**src/rtl/interrupt_pkg.sv**
```systemverilog
// Shared definitions for the interrupt pending arbiter: default sizes, ID width helper, FSM states.
package interrupt_pkg;

   localparam int N_INTERRUPTS_DEF = 32;
   localparam int PRIO_W_DEF       = 3;

   function automatic int id_width(input int n_sources);
      return $clog2(n_sources + 1);
   endfunction

   typedef enum logic {
      IDLE      = 1'b0,
      SERVICING = 1'b1
   } arb_state_t;

endpackage

```
**src/rtl/interrupt_pending_arbiter_priority_select.sv**
```systemverilog
// Combinational max-priority selector; ties resolve to the lowest source index. ID 0 means none.
module priority_select
   import interrupt_pkg::*;
#(
   parameter int N_interrupts = N_INTERRUPTS_DEF,
   parameter int PRIO_W       = PRIO_W_DEF,
   parameter int ID_W         = id_width(N_interrupts)
) (
   input  logic [N_interrupts-1:0]        eligible,
   input  logic [N_interrupts*PRIO_W-1:0] prio_flat,
   output logic [ID_W-1:0]                best_id
);

   logic [PRIO_W-1:0] best_prio;
   logic              found;

   // Strict '>' keeps the earliest (lowest-index) source on equal priority.
   always_comb begin
      best_prio = '0;
      found     = 1'b0;
      best_id   = '0;
      for (int i = 0; i < N_interrupts; i++) begin
         if (eligible[i] && (!found || (prio_flat[i*PRIO_W +: PRIO_W] > best_prio))) begin
            found     = 1'b1;
            best_prio = prio_flat[i*PRIO_W +: PRIO_W];
            best_id   = ID_W'(i + 1);
         end
      end
   end

endmodule

```
**src/rtl/interrupt_pending_arbiter.sv**
```systemverilog
// Pending-bit latch, priority arbitration and single-context claim/complete handshake.
module interrupt_pending_arbiter
   import interrupt_pkg::*;
#(
   parameter int N_interrupts = N_INTERRUPTS_DEF,
   parameter int PRIO_W       = PRIO_W_DEF,
   parameter int ID_W         = id_width(N_interrupts)
) (
   input  logic                           clk,
   input  logic                           rst,
   input  logic [N_interrupts-1:0]        interrupt_requests,
   input  logic [N_interrupts-1:0]        interrupt_enable,
   input  logic [N_interrupts*PRIO_W-1:0] interrupt_priority,
   input  logic [PRIO_W-1:0]              priority_threshold,
   input  logic                           claim,
   input  logic                           complete,
   input  logic [ID_W-1:0]                complete_id,
   output logic                           irq,
   output logic [ID_W-1:0]                irq_id,
   output logic [ID_W-1:0]                active_id,
   output logic [N_interrupts-1:0]        pending,
   output logic                           complete_err
);

   arb_state_t              state_q, state_d;
   logic [N_interrupts-1:0] pending_q, pending_d;
   logic [ID_W-1:0]         active_id_q, active_id_d;
   logic [ID_W-1:0]         irq_id_q, irq_id_d;
   logic                    irq_q, irq_d;
   logic                    complete_err_q, complete_err_d;
   logic [N_interrupts-1:0] eligible;
   logic [ID_W-1:0]         best_id;

   always_comb begin
      eligible = '0;
      for (int i = 0; i < N_interrupts; i++) begin
         eligible[i] = pending_q[i] && interrupt_enable[i]
                       && (interrupt_priority[i*PRIO_W +: PRIO_W] > priority_threshold)
                       && (interrupt_priority[i*PRIO_W +: PRIO_W] != '0);
      end
   end

   priority_select #(
      .N_interrupts (N_interrupts),
      .PRIO_W       (PRIO_W),
      .ID_W         (ID_W)
   ) u_priority_select (
      .eligible  (eligible),
      .prio_flat (interrupt_priority),
      .best_id   (best_id)
   );

   always_comb begin
      state_d        = state_q;
      pending_d      = pending_q;
      active_id_d    = active_id_q;
      complete_err_d = 1'b0;
      irq_d          = (state_q == IDLE) && (best_id != '0);
      irq_id_d       = (state_q == IDLE) ? best_id : '0;
      unique case (state_q)
         IDLE: begin
            // Claim acts on the registered ID: exactly what the core read.
            if (claim && (irq_id_q != '0)) begin
               for (int i = 0; i < N_interrupts; i++) begin
                  if (irq_id_q == ID_W'(i + 1)) pending_d[i] = 1'b0;
               end
               active_id_d = irq_id_q;
               state_d     = SERVICING;
            end
            if (complete) complete_err_d = 1'b1;
         end
         SERVICING: begin
            if (complete) begin
               if (complete_id == active_id_q) begin
                  active_id_d = '0;
                  state_d     = IDLE;
               end else begin
                  complete_err_d = 1'b1;
               end
            end
         end
         default: state_d = IDLE;
      endcase
      // A new edge in the claim cycle must survive the clear.
      pending_d = pending_d | interrupt_requests;
   end

   always_ff @(posedge clk) begin
      if (rst) begin
         state_q        <= IDLE;
         pending_q      <= '0;
         active_id_q    <= '0;
         irq_id_q       <= '0;
         irq_q          <= 1'b0;
         complete_err_q <= 1'b0;
      end else begin
         state_q        <= state_d;
         pending_q      <= pending_d;
         active_id_q    <= active_id_d;
         irq_id_q       <= irq_id_d;
         irq_q          <= irq_d;
         complete_err_q <= complete_err_d;
      end
   end

   assign irq          = irq_q;
   assign irq_id       = irq_id_q;
   assign active_id    = active_id_q;
   assign pending      = pending_q;
   assign complete_err = complete_err_q;

endmodule

```
**config.mk**
```make
export PLATFORM = sky130hd
export DESIGN_NAME = interrupt_pending_arbiter
export DESIGN_NICKNAME = d
export VERILOG_FILES = /design/src/rtl/interrupt_pkg.sv /design/src/rtl/interrupt_pending_arbiter_priority_select.sv /design/src/rtl/interrupt_pending_arbiter.sv
export SDC_FILE = /design/constraint.sdc
export NUM_CORES = 1
export LEC_CHECK = 0
export CORE_ASPECT_RATIO = 1.4
export CORE_MARGIN = 8
export CORE_UTILIZATION = 35
export CTS_CLUSTER_SIZE = 14
export DETAILED_ROUTE_END_ITERATION = 12
export PLACE_DENSITY = 0.57
export SETUP_SLACK_MARGIN = 0.02
export SLEW_MARGIN = 30
export SYNTH_ARGS = -nofsm -noshare
export SYNTH_HDL_FRONTEND = slang
export SYNTH_SLANG_ARGS = --single-unit
```
**constraint.sdc**
```tcl
create_clock -name clk -period 113.3 [get_ports clk]
set_input_delay 22.66 -clock clk [delete_from_list [all_inputs] [get_ports clk]]
set_output_delay 22.66 -clock clk [all_outputs]
set_load 0.005 [all_outputs]
```
# Word level (Yosys, flattened, before mapping)

Index checks and enable logic that the tools add are counted.

Register bits after elaboration: 47
Output and inout bits: 46

Multiplexer cells: 139
Reduce and logical (&&, ||, !) cells: 227
Equality and inequality tests: 36
Bitwise operators: 2
Order comparisons: 63

Operators by type and width:

| operator                                                        | count |
|---|---|
| 6-bit 2-to-1 mux                                                | 34 |
| 3-bit > comparator                                              | 63 |
| 1-bit logical AND                                               | 129 |
| 6-bit by 5-bit == test with 1-bit output, second input constant | 16 |
| 3-bit nonzero test                                              | 32 |
| 3-bit 2-to-1 mux                                                | 31 |
| 1-bit 2-to-1 mux                                                | 69 |
| 32-bit 2-to-1 mux                                               | 2 |
| 6-bit by 4-bit == test with 1-bit output, second input constant | 8 |
| 32-bit bitwise OR                                               | 1 |
| 1-bit logical NOT                                               | 31 |
| 1-bit logical OR                                                | 31 |
| 6-bit by 3-bit == test with 1-bit output, second input constant | 4 |
| 6-bit by 2-bit == test with 1-bit output, second input constant | 2 |
| 6-bit one-hot mux with 2 select lines                           | 1 |
| 6-bit nonzero test                                              | 2 |
| 6-bit by 1-bit == test with 1-bit output, second input constant | 1 |
| 6-bit == test                                                   | 1 |
| 6-bit == test, second input constant                            | 1 |
| 2-bit by 1-bit != test with 1-bit output, second input constant | 2 |
| 1-bit one-hot mux with 2 select lines                           | 2 |
| 3-bit AND reduction                                             | 1 |
| 2-bit != test, second input constant                            | 1 |
| 2-bit OR reduction                                              | 1 |
| 1-bit inverter                                                  | 1 |

# Longest topological paths before layout

Gate-level depths: netlist of the first run.

Depth after elaboration: 130
Mapped depth: 278
Depth with buffers taken out: 276

# By module

Synthesis of the first run repeated with hierarchy kept, for this count alone.

Cells, all modules: 1,252
Area total of the unflattened synthesis: 8,898.5 um^2

Modules (own cells, without submodules):

| module                    | times used | cells an instance | area an instance (um^2) |
|---|---|---|---|
| priority_select           | 1          | 683               | 4,583.1 |
| interrupt_pending_arbiter | 1          | 569               | 4,315.4 |

# Least setup slack after synthesis of the first run

OpenSTA, ideal clock, no wires.

Kind: input to register
Start: input port priority_threshold[2]
End: register irq_q, in the netlist irq
Arrival time: 65.914 ns
Slack: 47.253 ns
Stages on the path: 235
Cell sequence: inv_1 -> ha_1 -> a31oi_2 -> nand3_1 -> ha_1 -> and3b_1 -> o21ai_0 -> and4_1 -> o32ai_1 -> inv_1 -> ha_1 -> nor2b_1 -> o21ai_0 -> a32oi_1 -> o21ai_2 -> mux2_2 -> inv_1 -> ha_1 -> [... 199 more ...] -> a21boi_1 -> ha_1 -> a21o_1 -> a21oi_1 -> a31oi_1 -> o21ai_0 -> inv_1 -> or2_1 -> nand2b_1 -> o211ai_1 -> ha_1 -> a21o_1 -> a21oi_1 -> a31oi_1 -> o221ai_1 -> nand3_1 -> nor4b_1 -> o32ai_1

Longest elaborated chain between the ends: 130

RTL lines:

| item                                                           | RTL line                                        | text |
|---|---|---|
| start, declared                                                | interrupt_pending_arbiter.sv:14                 | `input logic [PRIO_W-1:0] priority_threshold,` |
| 3-bit > comparator                                             | interrupt_pending_arbiter.sv:38                 | `&& (interrupt_priority[i*PRIO_W +: PRIO_W] > priority_threshold)` |
| 1-bit logical AND                                              | interrupt_pending_arbiter.sv:38                 |  |
| 1-bit logical AND                                              | interrupt_pending_arbiter.sv:39                 | `&& (interrupt_priority[i*PRIO_W +: PRIO_W] != '0);` |
| 3-bit 2-to-1 mux / 1-bit 2-to-1 mux (equally long branches)    | interrupt_pending_arbiter_priority_select.sv:23 | `if (eligible[i] && (!found \|\| (prio_flat[i*PRIO_W +: PRIO_W] > best_prio))) begin` |
| 3-bit > comparator / 1-bit logical NOT (equally long branches) | interrupt_pending_arbiter_priority_select.sv:23 |  |
| 1-bit logical OR                                               | interrupt_pending_arbiter_priority_select.sv:23 |  |
| 1-bit logical AND                                              | interrupt_pending_arbiter_priority_select.sv:23 |  |
| 3-bit 2-to-1 mux / 1-bit 2-to-1 mux (equally long branches)    | interrupt_pending_arbiter_priority_select.sv:23 |  |
| [... 114 more ...]                                             | n/a                                             |  |
| 1-bit logical AND                                              | interrupt_pending_arbiter_priority_select.sv:23 |  |
| 3-bit 2-to-1 mux / 1-bit 2-to-1 mux (equally long branches)    | interrupt_pending_arbiter_priority_select.sv:23 |  |
| 3-bit > comparator / 1-bit logical NOT (equally long branches) | interrupt_pending_arbiter_priority_select.sv:23 |  |
| 1-bit logical OR                                               | interrupt_pending_arbiter_priority_select.sv:23 |  |
| 1-bit logical AND                                              | interrupt_pending_arbiter_priority_select.sv:23 |  |
| 6-bit 2-to-1 mux (*)                                           | interrupt_pending_arbiter_priority_select.sv:23 |  |
| 6-bit nonzero test (*)                                         | interrupt_pending_arbiter.sv:58                 | `irq_d = (state_q == IDLE) && (best_id != '0);` |
| 1-bit logical AND (*)                                          | interrupt_pending_arbiter.sv:58                 |  |
| end signal, assigned                                           | interrupt_pending_arbiter.sv:101                | `irq_q <= irq_d;` |
| end, declared                                                  | interrupt_pending_arbiter.sv:29                 | `logic irq_q, irq_d;` |

Every way passes the cells marked *; elsewhere a longest branch is shown, timed or not.
A chain may end at the register's enable or synchronous reset.

# Worst setup path after layout of the first run

Start: input port priority_threshold[1]
End: register irq_q, in the netlist irq

Same word-level chain as after synthesis.

==> results of run 1 <==
[registers in the layout, summed over array words and instances (netlist names)]
name          flops
state_q           1
pending          32
irq               1
complete_err      1
irq_id            6
active_id         6
[layout by cell type (no fill, tap or decap), drive strengths merged, types with 7 or more instances in the layout]
master	instances
mux2i	10
mux2	12
o211ai	11
nor2	71
a22oi	10
clkdlybuf4s50	217
and3	13
nand2b	18
o21a	20
or2	8
a21o	31
nand3	70
dfxtp	47
inv	139
nand4	7
o311ai	10
nor2b	35
a31oi	26
a211oi	18
a311oi	9
a21oi	122
ha	166
o21ai	82
nand2	88
or3	10
nor3	61
and2	8
o31ai	9
[worst paths after layout]
kind	slack, ns	endpoint
setup / recovery	40.28	irq
hold / removal	0.49	pending[9]
setup reg to reg	63.66	irq
hold reg to reg	0.49	pending[9]
[through the flow]
| stage | std cells | power, mW | util [%] | hold WS [ns] |
|---|---|---|---|---|
| finish | 1772 | 0.1285 | 46.07 | 0.4940 |
| global route | 1772 | 0.1414 | 46.07 | 0.5348 |
| CTS | 1769 | 0.1292 | 46.03 | 0.5021 |
| detailed placement | 1761 | 0.1129 | 45.46 | 0.4865 |
| global placement | 1761 | 0.1118 | 45.46 | 0.4798 |
| floorplan | 1236 | 0.08279 | - | 0.4798 |
[layout make-up]
class                      instances  area (sq um)  area share, %
antenna                            3         7.507        0.06421
tap                              319         399.1          3.414
inverter                         139         521.8          4.462
sequential                        47         940.9          8.047
multi-input combinational       1033          7462          63.82
clock inverter                     2         17.52         0.1498
clock buffer                       6         128.9          1.102
timing repair buffer             223          2215          18.94
[synthesized netlist by cell type, types with 5 or more instances]
master	instances
a211oi_1	15
a21o_1	31
a21oi_1	119
a22oi_1	9
a311oi_1	7
a31oi_1	25
a32oi_1	5
and2_1	7
and3_1	13
clkbuf_1	11
dfxtp_1	47
ha_1	166
inv_1	139
mux2_2	8
mux2i_1	9
nand2_1	88
nand2b_1	18
nand3_1	70
nand4_1	6
nand4b_1	5
nor2_1	71
nor2b_1	35
nor3_1	61
nor3b_1	5
o211ai_1	9
o21a_1	20
o21ai_0	67
o21ai_1	11
o22ai_1	6
o311ai_0	5
o31ai_1	6
or2_2	5
or3_1	9
[logic make-up after synthesis]
logic type	share of synthesized area, %
compound gates	31.94
fa+ha+maj	23.62
xor+xnor	0.5834
flops	10.44
buf+inv	6.736
mux	2.875
simple gates	23.79
[metal layers]
| layer | vias up | GRT usage (%) | share of wire (%) |
|---|---|---|---|
| li1 | 5064 | - | - |
| met1 | 4661 | 23.49 | 39 |
| met2 | 246 | 40.64 | 53 |
| met3 | 47 | 3.279 | 4.8 |
| met4 | 0 | 6.669 | 2.6 |
| met5 | - | 0 | 0 |
[power groups by stage]
stage | clock (mW) | combinational (mW) | sequential [mW]
after floorplan | 0 | 0.0623 | 0.0205
after global placement | 0 | 0.0893 | 0.0225
after detailed placement | 0 | 0.0904 | 0.0225
after CTS | 0.0161 | 0.0910 | 0.0222
after global routing | 0.0168 | 0.102 | 0.0225
final | 0.0156 | 0.0908 | 0.0221
[critical path: cells and delay by family]
family | cells | cell delay (ns)
AOI/OAI and AO/OA | 123 | 25.10
adders and majority gates | 35 | 9.96
and+or+nand+nor | 56 | 9.06
muxes | 12 | 3.85
buffers and inverters | 20 | 2.48
==> results.toml, run 1 <==
[power_and_ir_drop]
clockPowerShare_pct = 12.1
p_sw_share_pct = 47.69
seqPwrFrac_pct = 17.2
p_comb_share_pct = 70.7
switchingPower_mw = 0.06126
p_per_area_nw_per_um2 = 10.99
p_int_mw = 0.06720
power_leakage_nw = 5.090
ir_drop_mv = 0.006643

[global_routing]
grt_antenna_before_repair = 3
grt_max_degree = 44
overflow = 0
grt_use_total_pct = 21.39
grt_pass1_wl_um = 52850
first_global_vias = 9964

[cts]
cts_setup_buffers = 0
cts.path.max_buffers = 2
clk_latency_ns = 0.30
hold_buffers = 0
htree_levels = 2
cts_resized = 0
cts_tree = "done"
cts_buffers = 5
cts.sinks = 47
cts_root_buf = "clkbuf_16"
clkTransAtPathRegs_ns = 0.07

[critical_path]
critPathMaxStageDelay_ns = 0.68
worstSetupPathType = "in2reg"
worst_setup_path_start_kind = "primary input"
reg2regPathDepth = 243
crit_slowest_cell = "o311ai_1"
worstSetupEndpointType = "register"
crit_start = "priority_threshold[1]"
crit_arrival_ns = 73.23
r2r-start = "pending[0]"
cp_max_fo = 17
critPathRequiredTime_ns = 113.51
crit_top_cell = "a21oi_1"

[sta]
slew_violations = 0
finalHoldViolCount = 0
fmax_mhz = 13.69
slew_headroom_pct = 37.27
finalCritPeriodShare_pct = 64.45
fin_ws_ns = 40.28
finalSetupTns_ns = 0
finalCriticalPeriod_ns = 73.02
setup_viol = 0
tightest_slew_ns = 0.9409
skew_ns = 0.007820
rsz0062_at_grt = "false"

[die]
initial_utilization_pct = 35.49
fp.dieArea_sq_um = 31200
die_w_um = 151.6
core_area_sq_um = 25380
fp.dieH_um = 205.8
design.portCount = 219
num_rows = 69

[logic_synthesis]
synth_top_area_share_pct = 23.06
synthArstFlopShare_pct = 0
synth_fp_nets = 1575
synth_area_per_cell_sq_um = 7.289
synth.distinct_cells = 103
synthFlopType = "dfxtp_1"
yosysTopAreaCell = "ha_1"
synth_area_leaders = "ha_1, dfxtp_1, a21oi_1, inv_1, nand3_1"
seq_area_frac_synth_pct = 10.44
yosys_warnings = 0
synth-seq-cells = 47
synth_edf_count = 0
syn_area_sq_um = 9009
synthCells = 1236

[place]
dp_slack_ns = 40.26
placed_cell_area_sq_um = 11540
dpl.hpwl_um = 28750
port_buffers = 218
gp_congestion = 0.8967

[detailed_routing]
firstDrtPassIters = 5
drc = 0
vias = 10020
routed_wirelength_um = 34140
ant_nets = 0
viasPerCell = 5.653
wl_per_cell_um = 19.26
drt-initial-drc-count = 384

[final_layout]
fillers = 2608
drive_gt1_share_pct = 5.034
nets = 1788
fin_area_sq_um = 11690
syn_to_final_growth_pct = 29.79

[worst_hold_path]
hold_class = "reg2reg"
hold_path.startpoint = "pending[9]"
holdPathStages = 2

[status]
outcome = "complete, no violations"

[run]
maxCapViolCount = 0
No activity file was read; power rests on OpenSTA's default activity.
==> run 2: changes to the inputs <==
--- a/config.mk
+++ b/config.mk
@@ -10,7 +10,7 @@
 export CORE_UTILIZATION = 35
 export CTS_CLUSTER_SIZE = 14
 export DETAILED_ROUTE_END_ITERATION = 12
-export PLACE_DENSITY = 0.57
+export PLACE_DENSITY = 0.59
 export SETUP_SLACK_MARGIN = 0.02
 export SLEW_MARGIN = 30
 export SYNTH_ARGS = -nofsm -noshare
==> constraint.sdc (replaced) <==
create_clock -name clk -period 63.1 [get_ports clk]
set_input_delay 12.62 -clock clk [delete_from_list [all_inputs] [get_ports clk]]
set_output_delay 12.62 -clock clk [all_outputs]
set_load 0.005 [all_outputs]
==> run 2 against run 1 <==
  * Critical path depth grew 1
  * Wire length grew 0.39%
  * Cell area grew 2.5%
  * Sequential share of layout area shrank 0.19 points
  * Sequential power grew 80%
  * Clock power grew 87%
  * Sequential cell count is the same
  * Worst setup slack lost 36 ns
  * Via count grew 1.0%
  * Combinational power grew 87%
==> results.toml, run 2 (synthesized netlist as in run 1, its figures left out) <==
[place]
dpl.hpwl_um = 28240
port_buffers = 218
dp_slack_ns = 0.7174
placed_cells_incl_taps = 1766
gp_congestion = 0.8717
placed_cell_area_sq_um = 11580

[die]
initial_utilization_pct = 35.49
design.portCount = 219
core_area_sq_um = 25380
fp.dieArea_sq_um = 31200
fp.dieH_um = 205.8
die_w_um = 151.6
num_rows = 69

[power_and_ir_drop]
ir_drop_mv = 0.01099
p_per_area_nw_per_um2 = 19.97
power_mw = 0.2392
power_leakage_nw = 5.180

[detailed_routing]
route.met2.wl_um = 18240
firstDrtPassIters = 6
drc = 0
routed.top_layer = "met4"
routed_wirelength_um = 34270
drt-met1-wl_um = 13450
dr_wl_met3_um = 1656
wl_per_cell_um = 19.19
viasPerCell = 5.667
vias = 10120
drt-initial-drc-count = 402
ant_nets = 0

[critical_path]
worstSetupPathType = "in2reg"
crit_family = "compound AO/OA/AOI/OAI gates"
worst_setup_path_start_kind = "primary input"
worstSetupEndpointType = "register"
critPathMaxStageDelay_ns = 0.66
cp_max_fo = 9
worst-path-buf-inv = 23
crit_slowest_cell = "clkdlybuf4s50_1"
crit_arrival_ns = 59.33
crit_top_cell = "a21oi_1"
critPathRequiredTime_ns = 63.26

[cts]
cts_tree = "done"
cts_buffers = 5
htree_levels = 2
cts.sinks = 47
cts.path.max_buffers = 2
hold_buffers = 0
clk_latency_ns = 0.32
clkTransAtPathRegs_ns = 0.08
cts_root_buf = "clkbuf_16"

[final_layout]
largest_reg_flops = 32
nets = 1804
layout_commonest_cell = "clkdlybuf4s50_1"
fin_area_sq_um = 11980
fin_cells = 1786
layout_common_cells = "clkdlybuf4s50_1, ha_1, inv_1"
finish.utilization_pct = 47.20
drive_gt1_share_pct = 7.981
syn_to_final_growth_pct = 32.97

[run]
maxCapViolCount = 0

[sta]
fmax_mhz = 16.90
fin_ws_ns = 3.931
finalCriticalPeriod_ns = 59.17
skew_ns = 0.01510
hold_ws_ns = 0.5011
finalHoldViolCount = 0
finalCritPeriodShare_pct = 93.77
tightest_slew_ns = 0.9738
slew_violations = 0
setup_viol = 0
slew_headroom_pct = 35.08
finalSetupTns_ns = 0

[global_routing]
first_global_vias = 9889
grt_max_degree = 44
grt_use_total_pct = 21.31
overflow = 0
grt_pass1_wl_um = 52700
grt_antenna_before_repair = 1

[status]
outcome = "complete, no violations"

[worst_hold_path]
hold_class = "reg2reg"
==> run 2: changes by cell type in the layout (fill, tap and decap cells not counted), sizes merged <==
cell      before  now
clkinv         2    0
diode          3    1
buf            6   22
clkinvlp       0    1
clkbuf         6    5
inv          139  141
==> run 2: where the power goes <==
part / internal (mW) / switching [mW] / total [mW]
Clock: 0.0150 / 0.0140 / 0.0291
Sequential: 0.0333 / 0.00638 / 0.0397
Combinational: 0.0762 / 0.0942 / 0.170
Total: 0.125 / 0.115 / 0.239
==> run 2: worst reg2reg max path, delay by kind of cell (launching register included) <==
kind | cells | cell delay, ns
AOI/OAI and AO/OA | 123 | 21.06
adders and majority gates | 34 | 9.60
buffers and inverters | 22 | 2.31
DFF | 1 | 0.36
muxes | 13 | 4.04
and+or+nand+nor | 54 | 8.90
==> run 2: layout make-up <==
class / count / area [sq um]
fill: 2610 / 13400
multi-input combinational: 1033 / 7630
timing repair buffer: 239 / 2335
sequential: 47 / 940.9
inverter: 139 / 521.8
tap: 319 / 399.1
clock buffer: 5 / 125.1
clock inverter: 3 / 25.02
antenna: 1 / 2.502
==> run 2: timing repair <==
action                     in CTS  in global routing
resized for setup               0                 43
buffers inserted                0                 11
setup endpoints to repair       0                  7
==> run 2: final timing paths <==
path / startpoint / to / slack, ns / cells past startpoint
max: priority_threshold[0] / irq / 3.93 / 247
min: pending[8] / pending[8] / 0.50 / 2
max reg2reg: pending[0] / irq / 16.73 / 246
min reg2reg: pending[8] / pending[8] / 0.50 / 2
==> run 2: routing by layer <==
metal | vias up | track usage [%]
met5 | - | 0
met4 | 0 | 6.353
met3 | 50 | 2.553
met2 | 270 | 41.02
met1 | 4708 | 23.51
li1 | 5093 | -
